===== config.mk =====
export PLATFORM = sky130hd
export DESIGN_NAME = regfile_wb_arb
export DESIGN_NICKNAME = d
export VERILOG_FILES = /design/src/rtl/regfile_wb_arb.sv
export SDC_FILE = /design/constraint.sdc
export NUM_CORES = 1
export LEC_CHECK = 0
export ABC_AREA = 0
export CAP_MARGIN = 20
export CORE_AREA = 2 2 192 194
export CTS_BUF_LIST = sky130_fd_sc_hd__clkbuf_16
export DETAILED_ROUTE_END_ITERATION = 16
export DIE_AREA = 0 0 194 196
export PLACE_DENSITY = 0.48
export SYNTH_ARGS = -nofsm -noshare
export SYNTH_HDL_FRONTEND = slang
export SYNTH_SLANG_ARGS = --single-unit

===== constraint.sdc =====
create_clock -name clk -period 3.3 [get_ports clk]
set_input_delay 0.825 -clock clk [delete_from_list [all_inputs] [get_ports clk]]
set_output_delay 0.825 -clock clk [all_outputs]
set_load 0.01 [all_outputs]

===== src/rtl/regfile_wb_arb.sv =====
// regfile_wb_arb: round-robin writeback arbiter feeding one regfile write port.
// Define REGFILE_WB_ARB_FWD_EN to enable write-to-read forwarding of the registered beat.
package core_cfg;
    localparam int REG_ADDR_WIDTH = 5;
    localparam int XLEN = 64;
endpackage

module regfile_wb_arb #(
    parameter int ADDR_WIDTH = core_cfg::REG_ADDR_WIDTH,
    parameter int DATA_WIDTH = core_cfg::XLEN,
    parameter int NUM_REQ = 4
) (
    input  logic                             clk,
    input  logic                             rst_n,
    input  logic [NUM_REQ-1:0]               req_valid,
    input  logic [NUM_REQ*ADDR_WIDTH-1:0]    req_addr,
    input  logic [NUM_REQ*DATA_WIDTH-1:0]    req_data,
    output logic [NUM_REQ-1:0]               req_ready,
    input  logic                             wb_stall,
    output logic [ADDR_WIDTH-1:0]            waddr,
    output logic [DATA_WIDTH-1:0]            wdata,
    output logic                             wen,
    input  logic [ADDR_WIDTH-1:0]            raddr1,
    input  logic [ADDR_WIDTH-1:0]            raddr2,
    output logic                             fwd_hit1,
    output logic                             fwd_hit2,
    output logic [DATA_WIDTH-1:0]            fwd_data1,
    output logic [DATA_WIDTH-1:0]            fwd_data2
);
    localparam int PW = $clog2(NUM_REQ);

    logic [PW-1:0]         rr_ptr;
    logic [PW-1:0]         gnt_idx;
    logic                  gnt_any;
    logic                  xfer;
    logic [ADDR_WIDTH-1:0] sel_addr;
    logic [DATA_WIDTH-1:0] sel_data;

    // Walk downward from the farthest offset so the nearest valid index at/after rr_ptr wins.
    always_comb begin
        gnt_any = 1'b0;
        gnt_idx = '0;
        for (int k = NUM_REQ - 1; k >= 0; k--) begin
            if (req_valid[(int'(rr_ptr) + k) % NUM_REQ]) begin
                gnt_any = 1'b1;
                gnt_idx = PW'((int'(rr_ptr) + k) % NUM_REQ);
            end
        end
    end

    assign req_ready = (gnt_any && !wb_stall && rst_n) ? NUM_REQ'(1) << gnt_idx : '0;
    assign xfer      = |req_ready;
    assign sel_addr  = req_addr[int'(gnt_idx)*ADDR_WIDTH +: ADDR_WIDTH];
    assign sel_data  = req_data[int'(gnt_idx)*DATA_WIDTH +: DATA_WIDTH];

    always_ff @(posedge clk or negedge rst_n) begin
        if (!rst_n) begin
            rr_ptr <= '0;
            wen    <= 1'b0;
            waddr  <= '0;
            wdata  <= '0;
        end else begin
            wen <= xfer && sel_addr != '0;
            if (xfer) begin
                waddr  <= sel_addr;
                wdata  <= sel_data;
                rr_ptr <= gnt_idx == PW'(NUM_REQ - 1) ? '0 : gnt_idx + PW'(1);
            end
        end
    end

`ifdef REGFILE_WB_ARB_FWD_EN
    assign fwd_hit1  = wen && raddr1 == waddr && raddr1 != '0;
    assign fwd_hit2  = wen && raddr2 == waddr && raddr2 != '0;
    assign fwd_data1 = fwd_hit1 ? wdata : '0;
    assign fwd_data2 = fwd_hit2 ? wdata : '0;
`else
    assign fwd_hit1  = 1'b0;
    assign fwd_hit2  = 1'b0;
    assign fwd_data1 = '0;
    assign fwd_data2 = '0;
`endif
endmodule


# == Yosys cells after proc, flatten, opt, wreduce, memory -nomap -nowiden ==
# Cells that the tools add are included.
# totals
regBits,72
latch_bits,0
ramBits,0
romBits,0
input_bits,293
output_inout_bits,204
word_cells,50
memories,0
# classes
addsub,4
n_mul,1
div,0
n_lt_le_gt_ge,4
n_eq_ne,1
n_shift,3
muxes,21
n_bitwise,3
n_reduce_logical,9
# ops
operator,count
indexed part select 256 x 9 -> 64 bit,1
indexed part select 20 x 6 -> 5 bit,1
"< comparator 3 x 4 -> 1 bit, second input constant",3
two-way mux 1 bit,11
two-way mux 2 bit,5
binary-select mux 1 bit (select 2 bit),4
OR reduction 2 bit,3
"multiplier 2 x 3 -> 5 bit, second input constant",1
nonzero test 5 bit,1
"adder 2 x 1 -> 2 bit, second input constant",2
"adder 2 bit, second input constant",2
two-way mux 4 bit,1
OR reduction 4 bit,1
"left shift 1 x 2 -> 4 bit, first input constant",1
"AND 1 bit, first input constant",3
logical AND 1 bit,3
"< comparator 2 x 3 -> 1 bit, second input constant",1
"== test 2 bit, second input constant",1
zero test 1 bit,1

# == Depth between registers and ports, before layout ==
# Gate-level depths: netlist of run 1.
# depth
depth_word,15
ltp_mapped,13
mapped_depth_nobuf,8

# == Least setup slack after synthesis of run 1 ==
# Ideal clock, no wire load.
# synth_path
kind,input-to-reg
startpoint,input port req_valid[3]
endpoint,register wdata[10]
setup_time_ns,0.118
t_arrival_ns,3.383
required_ns,3.182
setup_slack_ns,-0.202
stages,11
n_path_buf,4
path_cell_list,mux2i_1 > a222oi_1 > buf_2 > buf_2 > inv_1 > ha_1 > o41ai_2 > clkbuf_1 > buf_1 > a311oi_1 > a21o_1
# synth_between
elab_chain_len,11
word_cells_on_any_way,25
cone_classes,2 x shift; 20 x mux; 3 x reduce/logical
# synth_lines
item,line,rtl
"start, declared",15,"input logic [NUM_REQ-1:0] req_valid,"
branches (longest 11 deep; another with indexed part select 256 x 9 -> 64 bit),-,
"end signal, assigned",66,wdata <= sel_data;
"end, declared",21,"output logic [DATA_WIDTH-1:0] wdata,"
# Several ways; the timed one is not identified. The select of a mux whose other input is x is not followed.
# A chain may end at the register's enable or synchronous reset.

# == Worst setup path in the final report of run 1 ==
# layout_path
startpoint,input port req_valid[0]
endpoint,output port req_ready[1]
# layout_between
elab_chain_len,10
word_cells_on_any_way,23
cone_classes,1 x shift; 20 x mux; 2 x reduce/logical
# layout_lines
item,line,rtl
binary-select mux 1 bit (select 2 bit),44,if (req_valid[(int'(rr_ptr) + k) % NUM_REQ]) begin
two-way mux 1 bit (not written as such) (2 in series),44,
two-way mux 1 bit (4 in series),44,
logical AND 1 bit (2 in series),51,assign req_ready = (gnt_any && !wb_stall && rst_n) ? NUM_REQ'(1) << gnt_idx : '0;
two-way mux 4 bit *,51,
"end, declared",18,"output logic [NUM_REQ-1:0] req_ready,"
# Mark *: on every way between the ends. The rest lies on a longest branch, timed or not. The select of a mux whose other input is x is not followed.

==> results of run 1 <==
registers in the layout, summed over array words and instances, names as in the netlist:
signal	cells
wen	1
waddr	5
rr_ptr	2
wdata	64
routing by layer:
metal / wire length [µm] / share of wire / vias to the layer above
li1: - / - / 3084
met4: 254 / 0.0098 / 0
met5: 0 / 0 / -
met1: 10840 / 0.42 / 3067
met2: 13230 / 0.51 / 264
met3: 1562 / 0.060 / 11
Yosys cell counts:
| master | instances |
|---|---|
| a21o_1 | 64 |
| and3_1 | 67 |
| a211o_1 | 2 |
| nor2_4 | 1 |
| and2_1 | 4 |
| buf_1 | 3 |
| o221a_2 | 1 |
| nor2_1 | 2 |
| a21bo_2 | 1 |
| dfrtp_1 | 72 |
| a222oi_1 | 1 |
| a22oi_1 | 1 |
| a311oi_1 | 64 |
| nand4b_1 | 1 |
| o41ai_2 | 1 |
| mux2i_1 | 5 |
| a31o_1 | 1 |
| a21boi_2 | 1 |
| nand3b_1 | 1 |
| o21ai_0 | 3 |
| a211oi_1 | 65 |
| nor3b_2 | 1 |
| ha_1 | 4 |
| o21ai_1 | 6 |
| inv_2 | 1 |
| mux2_2 | 3 |
| o221ai_1 | 1 |
| a41oi_1 | 1 |
| nand2_1 | 138 |
| inv_1 | 3 |
| buf_4 | 130 |
| nor4_1 | 1 |
| clkbuf_1 | 43 |
| nand3_1 | 4 |
| conb_1 | 1 |
| buf_2 | 20 |
report_power, final:
group          total, mW  switching [mW]  internal (mW)
registers           1.54           0.243           1.30
logic               4.18            2.09           2.09
clock network       1.15           0.420          0.735
total               6.88            2.76           4.12
final timing paths:
check	cells after the start	to	slack (ns)
max	8	req_ready[1]	0.19
min in group asynchronous	2	wdata[20]	0.60
min	1	wdata[53]	0.47
max in group asynchronous	3	wdata[57]	1.77
min reg2reg	1	wdata[53]	0.47
max reg2reg	14	wen	0.38
critical path: stages:
cell	delay [ns]
dlygate4sd2_1	0.28
nand4b_1	0.13
a21bo_2	0.26
nor2_4	0.16
inv_4	0.06
ha_1	0.19
and2_1	0.13
clkdlybuf4s15_1	0.24
metrics by stage:
step                utilization  std cells  power (mW)  hold WS, ns
floorplan                     -        847       3.630       0.5183
global placement         0.2710       1527       5.566       0.4586
finish                   0.2854       1559       6.880       0.4748
global route             0.2853       1558       7.384       0.4891
CTS                      0.2833       1556       6.921       0.4807
detailed placement       0.2710       1527       5.588       0.4648
cell type report:
| type | count | area (µm²) | area share |
|---|---|---|---|
| clock buffer | 9 | 225.2 | 0.02187 |
| sequential | 72 | 1802 | 0.1750 |
| tap | 468 | 585.6 | 0.05687 |
| clock inverter | 7 | 110.1 | 0.01069 |
| antenna | 1 | 2.502 | 0.0002430 |
| timing repair buffer | 423 | 4170 | 0.4050 |
| inverter | 4 | 17.52 | 0.001701 |
| multi-input combinational | 575 | 3385 | 0.3287 |
cells by family (layout without fill, tap and decap cells):
family,after synthesis,in the layout
AO/OA/AOI/OAI,213,213
adder cells (fa/ha/maj),4,4
buffers and inverters,200,443
flip-flops,72,72
multiplexers,8,8
other,1,131
AND/OR/NAND/NOR,220,220
timing repair:
item                                   4_1_cts  5_1_grt
resized for setup                           21        7
endpoints found under the hold margin        0        0
setup endpoints to repair                   70       62
cloned                                       0        2
pin swaps                                    2        1
buffers inserted                            13        0
==> impl_results.md, run 1 <==
* Leakage at 4.755 nW
* Total global routing overflow at 0
* Setup crit end kind: output port
* Area of placed instances at 9779 µm²
* Average cell area after synthesis at 8.250 µm²
* Largest net degree at the start of global routing at 69
* Unrepaired setup endpoints after global routing: no
* Port bufs at 356
* Main combinational cell family by area after synthesis: compound AO/OA/AOI/OAI gates
* Reg2reg start: rr_ptr[1]
* Grt met3 use at 0.03077
* # DRC at 0
* Worst skew pair latency at 0.34 ns
* Post-Synth Adder-Cell Area at 0.008450
* Clock Tree Buf Depth at 2
* Simple-gate share of the synthesized area at 0.1749
* Wirelength per Cell at 16.61 µm
* Met2 Use GR at 0.2291
* Vias in the first global route at 6,275
* Antenna-violating nets left at 0
* Sequential fraction of the synthesis area at 0.3042
* Area delta synth->final at 73.85%
* Final net count at 1,382
* Top post-synthesis cells by area: dfrtp_1 30%, buf_4 16%, a311oi_1 9.5%
* Site row count at 70
* RePlAce Congestion at 0.7654
* Post-synthesis cell count at 718
* CP Launch Type: input pin
* Max Cap Viol at 0
* Final worst-path cycle share at 0.9415
* Pre-CTS setup slack at -0.5222 ns
* Status: finished, final reports clean
* Sum Neg Setup Slack at 0 ns
* Req. time, crit path at 2.47 ns
* Area leader, netlist: dfrtp_1
* Fmax at 321.9 MHz
* FF+latch count, synth at 72
* Most frequent cells in the layout: 347 x clkdlybuf4s50_1, 138 x nand2_1, 130 x conb_1, 72 x dfrtp_1, 67 x and3_1
* P per Cell Area at 668.1 nW/µm²
* Multiplexer area fraction after synthesis at 0.01415
* Slew margin rel. at 0.4778
* Worst hold path class: flip-flop to flip-flop
* Num Clock Sinks at 72
* Overall routing resource usage at 0.1263
* 1st-iter DRT viols at 229
* Die width at 194 µm
* Netlist cell types at 36
* H-tree levels at 3
* Synth Area in XOR/XNOR at 0
* Crit. Startpoint: req_valid[0]
* Min Tclk post-route at 3.107 ns
* Root Buffer: clkbuf_16
* Share of layout cells above drive strength 1 at 0.08991
* Die ar. at 38,020 µm²
* Fin worst setup slack at 0.1930 ns
* CTS tree: done
* 1st-pass router iterations at 4
* Design area at 10,300 µm²
* CTS hold repair buffers at 0
* Area of the mapped netlist at 5923 µm²
* Fillers at 3,911
* Starting density of the core at 0.1641
* Clock transition at the registers of the reported paths at 0.07 ns
* WS Path Type: input pin to output port
* Post-synthesis compound-gate area fraction at 0.2843
* Hold Path Origin: wdata[53]
* GRT met1 Usage at 0.1505
* Initial antenna violation count at 0
* Most common cell after layout, fill and taps aside: clkdlybuf4s50_1
* HPWL Detailed at 19,260 µm
* Share of Yosys cell area claimed by the top area cell type at 0.3042
* Global-route wire length before repair at 37,380 µm
* Total number of vias at 6,426
* DR vias/cell at 4.122
* CTS Buf Count at 9
* Maximum vdd drop at 0.2672 mV
* Final Setup Violations at 0
* Core Area at 36,080 µm²
* Worst-margin pin slew at 0.7833 ns
* # IOs at 497
* Final Hold Fails at 0
* YS warnings at 0
* Max Slew Vio Count at 0
* Crit path DAT at 2.28 ns
* Routed wire length at 25,890 µm
* Gr busiest metal: met2
* Die H at 196 µm
* Post-Route Skew at 0.01133 ns
* Maximum fanout along the worst path at 4
(Power assumes the default switching activity.)
==> run 2: changes to the inputs <==
==> constraint.sdc (replaced) <==
create_clock -name clk -period 3.3 [get_ports clk]
set_input_delay 0.33 -clock clk [delete_from_list [all_inputs] [get_ports clk]]
set_output_delay 0.33 -clock clk [all_outputs]
set_load 0.01 [all_outputs]
==> impl_results.md, run 2 (same netlist as run 1, synthesis figures left out) <==
* Total global routing overflow at 0
* Non-Filler Instances at 1,519
* Worst skew pair latency at 0.34 ns
* Setup crit end kind: output port
* Die ar. at 38,020 µm²
* # IOs at 497
* DR WL met3 at 1807 µm
* WS Path Type: input pin to output port
* Share of layout cells above drive strength 1 at 0.04948
* Max Cap Viol at 0
* Sum Neg Setup Slack at 0 ns
* Critical path's top delay family: buffers and inverters
* Routed wire length at 25,780 µm
* 1st-pass router iterations at 4
* Post-Route Skew at 0.01318 ns
* Maximum vdd drop at 0.2595 mV
* Top reg by flops: wdata
* Finished Core Util at 0.2753
* Final net count at 1,343
* Clock power frac at 0.168
* Fmax at 332.2 MHz
* Sequential share of power at 0.236
* DR vias/cell at 4.086
* Final Hold Fails at 0
* Most common cell after layout, fill and taps aside: clkdlybuf4s50_1
* Clock Tree Buf Depth at 2
* Final worst-path cycle share at 0.9121
* Total number of vias at 6,207
* Overall routing resource usage at 0.1287
* Antenna-violating nets left at 0
* Total net switching power at 2.667 mW
* Wirelength per Cell at 16.97 µm
* CTS hold repair buffers at 0
* H-tree levels at 3
* Starting density of the core at 0.1641
* Slew margin rel. at 0.6306
* Area delta synth->final at 67.74%
* WP buf/inv at 3
* Port bufs at 356
* CTS Buf Count at 9
* Largest register FFs at 64
* Biggest regs: wdata: 64 flops, waddr: 5 flops, rr_ptr: 2 flops
* Final Setup Violations at 0
* Crit path DAT at 2.68 ns
* # DRC at 0
* Unrepaired setup endpoints after global routing: no
* Top layer reached by signal wires: met4
* CTS tree: done
* Site row count at 70
* Pint at 3.829 mW
* Min Tclk post-route at 3.010 ns
* Req. time, crit path at 2.97 ns
* Comb pwr share at 0.596
* Worst-margin pin slew at 0.5541 ns
* Die H at 196 µm
* Largest net degree at the start of global routing at 67
* Most frequent cells in the layout: 355 x clkdlybuf4s50_1, 138 x nand2_1, 130 x conb_1, 72 x dfrtp_1, 67 x and3_1
* Antenna Cells at 0
* CP dominant cell by count: clkdlybuf4s50_1
* CP peak stage delay at 0.57 ns
* Critical-path cell list: clkdlybuf4s50_1 -> mux2i_1 -> a222oi_1 -> buf_4 -> ha_1 -> and2_1 -> clkdlybuf4s50_1
* Max stage delay cell, worst path: clkdlybuf4s50_1
* Metal-1 WL at 10,740 µm
* Clock transition at the registers of the reported paths at 0.06 ns
* Num Clock Sinks at 72
* Leakage at 4.508 nW
* Die width at 194 µm
* Max Slew Vio Count at 0
* Inst Count DP at 1,503
* P per Cell Area at 653.8 nW/µm²
* Worst hold path class: input pin to asynchronous set/reset pin
* Root Buffer: clkbuf_16
* Setup Fix Bufs, Post-CTS at 0
* 1st-iter DRT viols at 186
* Vias in the first global route at 6,097
* Status: finished, final reports clean
* Global-route wire length before repair at 37,490 µm
* Core Area at 36,080 µm²
* RePlAce Congestion at 0.7573
* Sw Ratio at 0.4106
* Initial antenna violation count at 0
* CP Launch Type: input pin
* Cts repair resizes at 0
* Maximum fanout along the worst path at 7
* Wire length on met2 at 12,920 µm
* HPWL Detailed at 19,660 µm
## run 2: final cells by class
class / instances / area, µm²
Fill cell: 3916 / 26150
Inverter: 4 / 17.52
Clock buffer: 9 / 225.2
Multi-Input combinational cell: 575 / 3361
Tap cell: 468 / 585.6
Sequential cell: 72 / 1802
Clock inverter: 7 / 86.33
Timing Repair Buffer: 384 / 3859
## run 2: routing by layer
metal / global-route usage / vias to the layer above
li1: - / 2999
met1: 0.1512 / 2922
met2: 0.2304 / 272
met3: 0.03679 / 14
met4: 0.03058 / 0
met5: 0 / -
## run 2: worst paths after layout
kind / startpoint / end / slack, ns / cells past startpoint
max: req_valid[3] / req_ready[1] / 0.29 / 7
min: rst_n / waddr[4] / 0.09 / 2
max reg2reg: rr_ptr[1] / wdata[55] / 0.56 / 9
min reg2reg: wdata[40] / wdata[40] / 0.47 / 1
max in group asynchronous: rst_n / wdata[47] / 2.27 / 3
min in group clk: wdata[40] / wdata[40] / 0.47 / 1
## run 2: power by group through the flow
stage	clock, mW	sequential [mW]	combinational [mW]
3_5_place_dp	0	1.55	3.94
3_3_place_gp	0	1.53	3.93
4_1_cts	1.17	1.54	3.95
5_1_grt	1.20	1.60	4.21
2_1_floorplan	0	1.71	1.90
6_report	1.09	1.53	3.87
## run 2: stage by stage
| step | power, mW | setup slack, ns | area, µm² | hold slack [ns] |
|---|---|---|---|---|
| floorplan | 3.617 | 0.07672 | 6407 | 0.03441 |
| global route | 7.006 | 0.1409 | 9936 | 0.1216 |
| CTS | 6.653 | 0.2480 | 9936 | 0.1050 |
| detailed placement | 5.485 | 0.09961 | 9624 | 0.4648 |
| finish | 6.496 | 0.2902 | 9936 | 0.08948 |
| global placement | 5.467 | 0.1339 | 9624 | 0.4591 |
